--- src/rtl/vga_timing_gen.sv ---
// vga_timing_gen: free-running VGA raster generator.
// Produces DrawX/DrawY coordinates, the active-video flag (blank), active-low
// hs/vs sync pulses and a one-cycle frame_start pulse after each frame wrap.
// All sync/blank outputs are decoded from the next-state counters and
// registered, so they are cycle-aligned with DrawX/DrawY.
// Optional build macro VGA_SYNC_ALIGN_EN: hs/vs/blank pass through a
// SYNC_DELAY-deep shift register to line up with drawers that use a sync ROM
// plus an output register. DrawX/DrawY/frame_start are never delayed.
module vga_timing_gen #(
    parameter int unsigned H_VISIBLE  = 640,
    parameter int unsigned H_FP       = 16,
    parameter int unsigned H_SYNC     = 96,
    parameter int unsigned H_BP       = 48,
    parameter int unsigned V_VISIBLE  = 480,
    parameter int unsigned V_FP       = 10,
    parameter int unsigned V_SYNC     = 2,
    parameter int unsigned V_BP       = 33,
    parameter int unsigned SYNC_DELAY = 2
) (
    input  logic       vga_clk,
    input  logic       reset,
    output logic [9:0] DrawX,
    output logic [9:0] DrawY,
    output logic       hs,
    output logic       vs,
    output logic       blank,
    output logic       frame_start
);

    localparam int unsigned H_TOTAL = H_VISIBLE + H_FP + H_SYNC + H_BP;
    localparam int unsigned V_TOTAL = V_VISIBLE + V_FP + V_SYNC + V_BP;

    // Decode boundaries are 11 bits wide so a sync window ending at 1024 still compares correctly.
    localparam logic [9:0]  H_LAST   = 10'(H_TOTAL - 1);
    localparam logic [9:0]  V_LAST   = 10'(V_TOTAL - 1);
    localparam logic [10:0] H_VIS    = 11'(H_VISIBLE);
    localparam logic [10:0] V_VIS    = 11'(V_VISIBLE);
    localparam logic [10:0] HS_START = 11'(H_VISIBLE + H_FP);
    localparam logic [10:0] HS_END   = 11'(H_VISIBLE + H_FP + H_SYNC);
    localparam logic [10:0] VS_START = 11'(V_VISIBLE + V_FP);
    localparam logic [10:0] VS_END   = 11'(V_VISIBLE + V_FP + V_SYNC);

    if ((H_TOTAL > 1024) || (V_TOTAL > 1024) || (SYNC_DELAY < 1)) begin : g_param_check
        $error("vga_timing_gen: H_TOTAL/V_TOTAL must be <= 1024 and SYNC_DELAY >= 1");
    end

    logic [9:0] x_q, x_d;
    logic [9:0] y_q, y_d;
    logic       hs_q, hs_d;
    logic       vs_q, vs_d;
    logic       blank_q, blank_d;
    logic       frame_start_q, frame_start_d;
    logic [10:0] x_ext, y_ext;

    // Next raster position and sync/blank decode of that next position.
    always_comb begin
        x_d = x_q + 10'd1;
        y_d = y_q;
        if (x_q == H_LAST) begin
            x_d = '0;
            if (y_q == V_LAST) begin
                y_d = '0;
            end else begin
                y_d = y_q + 10'd1;
            end
        end
        x_ext         = {1'b0, x_d};
        y_ext         = {1'b0, y_d};
        hs_d          = !((x_ext >= HS_START) && (x_ext < HS_END));
        vs_d          = !((y_ext >= VS_START) && (y_ext < VS_END));
        blank_d       = (x_ext < H_VIS) && (y_ext < V_VIS);
        // 0,0 is only reached through the counters by a frame wrap; reset bypasses this path.
        frame_start_d = (x_d == '0) && (y_d == '0);
    end

    // Counter and decoded-output registers; reset overrides counting.
    always_ff @(posedge vga_clk) begin
        if (reset) begin
            x_q           <= '0;
            y_q           <= '0;
            hs_q          <= 1'b1;
            vs_q          <= 1'b1;
            blank_q       <= 1'b0;
            frame_start_q <= 1'b0;
        end else begin
            x_q           <= x_d;
            y_q           <= y_d;
            hs_q          <= hs_d;
            vs_q          <= vs_d;
            blank_q       <= blank_d;
            frame_start_q <= frame_start_d;
        end
    end

    assign DrawX       = x_q;
    assign DrawY       = y_q;
    assign frame_start = frame_start_q;

`ifdef VGA_SYNC_ALIGN_EN
    logic [SYNC_DELAY-1:0] hs_dly_q, hs_dly_d;
    logic [SYNC_DELAY-1:0] vs_dly_q, vs_dly_d;
    logic [SYNC_DELAY-1:0] blank_dly_q, blank_dly_d;

    // Shift the registered sync/blank values one stage per cycle.
    always_comb begin
        hs_dly_d       = hs_dly_q;
        vs_dly_d       = vs_dly_q;
        blank_dly_d    = blank_dly_q;
        hs_dly_d[0]    = hs_q;
        vs_dly_d[0]    = vs_q;
        blank_dly_d[0] = blank_q;
        for (int unsigned i = 1; i < SYNC_DELAY; i++) begin
            hs_dly_d[i]    = hs_dly_q[i-1];
            vs_dly_d[i]    = vs_dly_q[i-1];
            blank_dly_d[i] = blank_dly_q[i-1];
        end
    end

    // Delay stages clear to the idle sync/blank levels so no stale pulse survives reset.
    always_ff @(posedge vga_clk) begin
        if (reset) begin
            hs_dly_q    <= '1;
            vs_dly_q    <= '1;
            blank_dly_q <= '0;
        end else begin
            hs_dly_q    <= hs_dly_d;
            vs_dly_q    <= vs_dly_d;
            blank_dly_q <= blank_dly_d;
        end
    end

    assign hs    = hs_dly_q[SYNC_DELAY-1];
    assign vs    = vs_dly_q[SYNC_DELAY-1];
    assign blank = blank_dly_q[SYNC_DELAY-1];
`else
    assign hs    = hs_q;
    assign vs    = vs_q;
    assign blank = blank_q;
`endif

endmodule
--- config.mk ---
export PLATFORM = sky130hd
export DESIGN_NAME = vga_timing_gen
export DESIGN_NICKNAME = d
export VERILOG_FILES = /design/src/rtl/vga_timing_gen.sv
export SDC_FILE = /design/constraint.sdc
export NUM_CORES = 1
export LEC_CHECK = 0
export CORE_MARGIN = 1
export CORE_UTILIZATION = 51
export DETAILED_ROUTE_END_ITERATION = 10
export PLACE_DENSITY = 0.89
export SLEW_MARGIN = 20
export SYNTH_ARGS = -nofsm -noshare
export SYNTH_HDL_FRONTEND = slang
export SYNTH_SLANG_ARGS = --single-unit
--- constraint.sdc ---
create_clock -name vga_clk -period 2.25 [get_ports vga_clk]
set_input_delay 0.45 -clock vga_clk [delete_from_list [all_inputs] [get_ports vga_clk]]
set_output_delay 0.45 -clock vga_clk [all_outputs]
set_load 0.02 [all_outputs]
==> metrics.csv, run 1 <==
metric;value;unit
synth_top_area_share;34.29;%
htreeDepth;1;
fin_crit_sh;99.97;%
worstRegToRegCells;6;
synth_flop_cell;dfxtp_1;
grtUsageTotal;26.14;%
clk_path_buf_depth;2;
regArea;485.5;sq um
grt_pass1_vias;1288;
routed_wl;3.737;mm
vias;1408;
dr.pass1.iters;4;
synth_most_common_cell;dfxtp_1;
crit_arrival;2.46;ns
clkPwrFrac;39.8;%
worstHoldStart;DrawX[0]$_SDFF_PP0_;
core-area;2545;sq um
rsz0062_at_grt;yes;
end_kind;flop;
fp.dieW;54.42;um
critical_path.startpoint_type;flop;
cts_tree;built;
cts_sinks;24;
final_max_slew_viol_count;0;
drc;0;
run_status;finished clean;
hold_violations;0;
drive_gt1_share;19.21;%
avgSynthCellArea;8.341;sq um
synth-edff-count;0;
peakVddDrop;472.4;uV
layout.cells.non_filler;233;
clkTransAtPathRegs;0.13;ns
num_rows;18;
die_y;54.42;um
multi_input_area;885.9;sq um
tightest_slew;0.4184;ns
synth_common_cells;dfxtp_1, nor2_1, nand2_1, nor3_1;
regToRegSetupSlack;0.0006;ns
overflow;0;
grt_max_degree;22;
yosys_warnings;0;
place.gp.congestion;0.9572;
whs;0.5290;ns
io_buffers;25;
internal-power;630.3;uW
yosys.area.top_type;dfxtp_1;
path_max_fanout;8;
period_minus_slack;2.249;ns
synth_nets;173;
skew;0.001188;ns
cts_inserted_buffers;3;
n_fill_cell;199;
final_antenna_net_count;0;
synthArstFlopShare;0;%
initial_core_util;55.06;%
place_inst;225;
vias_per_cell;6.043;
dpl.hpwl;2.702;mm
ioPinCount;26;
ctsRootBufferMaster;clkbuf_4;
pwr-share-seq;54.8;%
hold_depth;1;
grt_pass1_wl;5.499;mm
nNetsFinal;209;
synth_cells;168;
wl_per_cell;16.04;um
ys_types;38;
antenna_cells;0;
holdPathEnd;DrawX[0]$_SDFF_PP0_;
p_switching;161.8;uW
die_area;2962;sq um
hp-class;reg2reg;
switching_share;20.43;%
powerDensity;425.5;nW/um^2
p_comb_share;5.3;%
critPathRequiredTime;2.46;ns
fmax;0.4446;GHz
synth_seq_cells;24;
synthTopCellsByArea;dfxtp_1, xnor2_1, nor2_1;
power_leakage;0.0006871;uW
cap_violations;0;
syn_area;1401;sq um
slew_headroom;71.87;%
crit_type;reg2reg;
setup_viol;0;
setup_tns;0;ns
synth-seq-area-share;34.29;%
reg2reg_from;DrawX[9]$_SDFF_PP0_;
r2r_end;vs$_SDFF_PP1_;
syn_to_final_growth;32.86;%
first_iter_violations;23;
antenna_found_initial;0;
clk_latency;0.32;ns
[worst max-delay path, stage by stage (launching register included)]
cell and delay (ns):
dfxtp_2 0.42, or4b_4 0.53, nor3_4 0.32, nand4_1 0.20
xor2_2 0.21, nor4_2 0.30, nand4_1 0.16
[worst max-delay path by stage]
stage | from | to | slack [ns] | cells past startpoint
floorplan | DrawX[0]$_SDFF_PP0_ | frame_start$_SDFF_PP0_ | 0.12 | 7
global placement | DrawY[6]$_SDFF_PP0_ | blank$_SDFF_PP0_ | 0.08 | 6
detailed placement | DrawX[9]$_SDFF_PP0_ | blank$_SDFF_PP0_ | 0.04 | 6
CTS | DrawX[9]$_SDFF_PP0_ | blank$_SDFF_PP0_ | 0.01 | 6
global route | DrawX[0]$_SDFF_PP0_ | vs$_SDFF_PP1_ | -0.08 | 7
finish | DrawX[9]$_SDFF_PP0_ | vs$_SDFF_PP1_ | 0.0006 | 6
[through the flow]
stage	area [sq um]	util [%]	total power (uW)	setup slack, ns
floorplan	1401	-	463.8	0.1171
global placement	1733	68.09	484.1	0.07757
detailed placement	1733	68.09	485.7	0.03694
CTS	1785	70.16	796.3	0.01176
global route	1862	73.16	809.6	-0.08350
finish	1862	73.16	792.2	0.0006495
[cell families (layout without fill, tap and decap cells)]
logic type | Yosys count | in the layout | synth area share (%)
simple gates | 81 | 81 | 34.64
compound gates | 30 | 30 | 14.02
flops | 24 | 24 | 34.29
buf+inv | 16 | 51 | 5.445
xor+xnor | 13 | 13 | 8.125
fa+ha+maj | 3 | 3 | 2.679
mux | 1 | 1 | 0.8035
[final cells by class]
class,instances,area share (%)
Timing Repair Buffer,43,20.70
Clock buffer,3,1.210
Tap cell,30,2.016
Multi-Input combinational cell,128,47.58
Inverter,4,0.8064
Clock inverter,1,1.613
Sequential cell,24,26.08
[flip-flops by register name (all words and copies together) (netlist names)]
name and cells:
hs 1, vs 1, frame_start 1, blank 1, DrawX 10, DrawY 10
[cell usage in the layout, fill, tap and decap left out, types with 2 or more instances in the layout]
cell / instances
clkdlybuf4s50_1: 25
dfxtp_1: 20
buf_4: 18
nor2_1: 17
nand2_1: 15
nor3_1: 10
nand4_1: 9
xnor2_1: 9
a21oi_1: 8
nor2b_1: 6
dfxtp_2: 4
inv_1: 4
nand3_1: 4
o21ai_1: 3
and4_1: 3
o21ai_0: 3
nor4_2: 3
o31ai_1: 3
a31oi_1: 3
ha_1: 3
clkbuf_4: 3
or4b_4: 2
and3_1: 2
xor2_1: 2
a22o_1: 2
a211oi_1: 2
or4_1: 2
xor2_2: 2
[routing by layer]
metal | GRT usage [%] | vias to the layer above | part of all wire, %
li1 | - | 687 | -
met1 | 30.46 | 667 | 43
met2 | 45.33 | 44 | 52
met3 | 3.056 | 10 | 2.4
met4 | 15.81 | 0 | 2.2
met5 | 0 | - | 0
[power groups by stage]
stage | sequential, uW | combinational, uW | clock [uW]
global route | 435 | 44.6 | 330
detailed placement | 444 | 41.7 | 0
CTS | 434 | 42.2 | 320
finish | 434 | 42.3 | 316
floorplan | 452 | 12.2 | 0
global placement | 443 | 40.9 | 0
[timing repair]
action	CTS	global route
endpoints found under the setup margin	0	3
buffers inserted	0	4
hold buffers	0	0
resized for setup	0	10
Power figures use the tool's default switching activity.
==> run 2: changes to the inputs <==
ABC_AREA = 0   (was default)
==> results of run 2 <==
Final layout, timing and power as in run 1 (identical DEF).
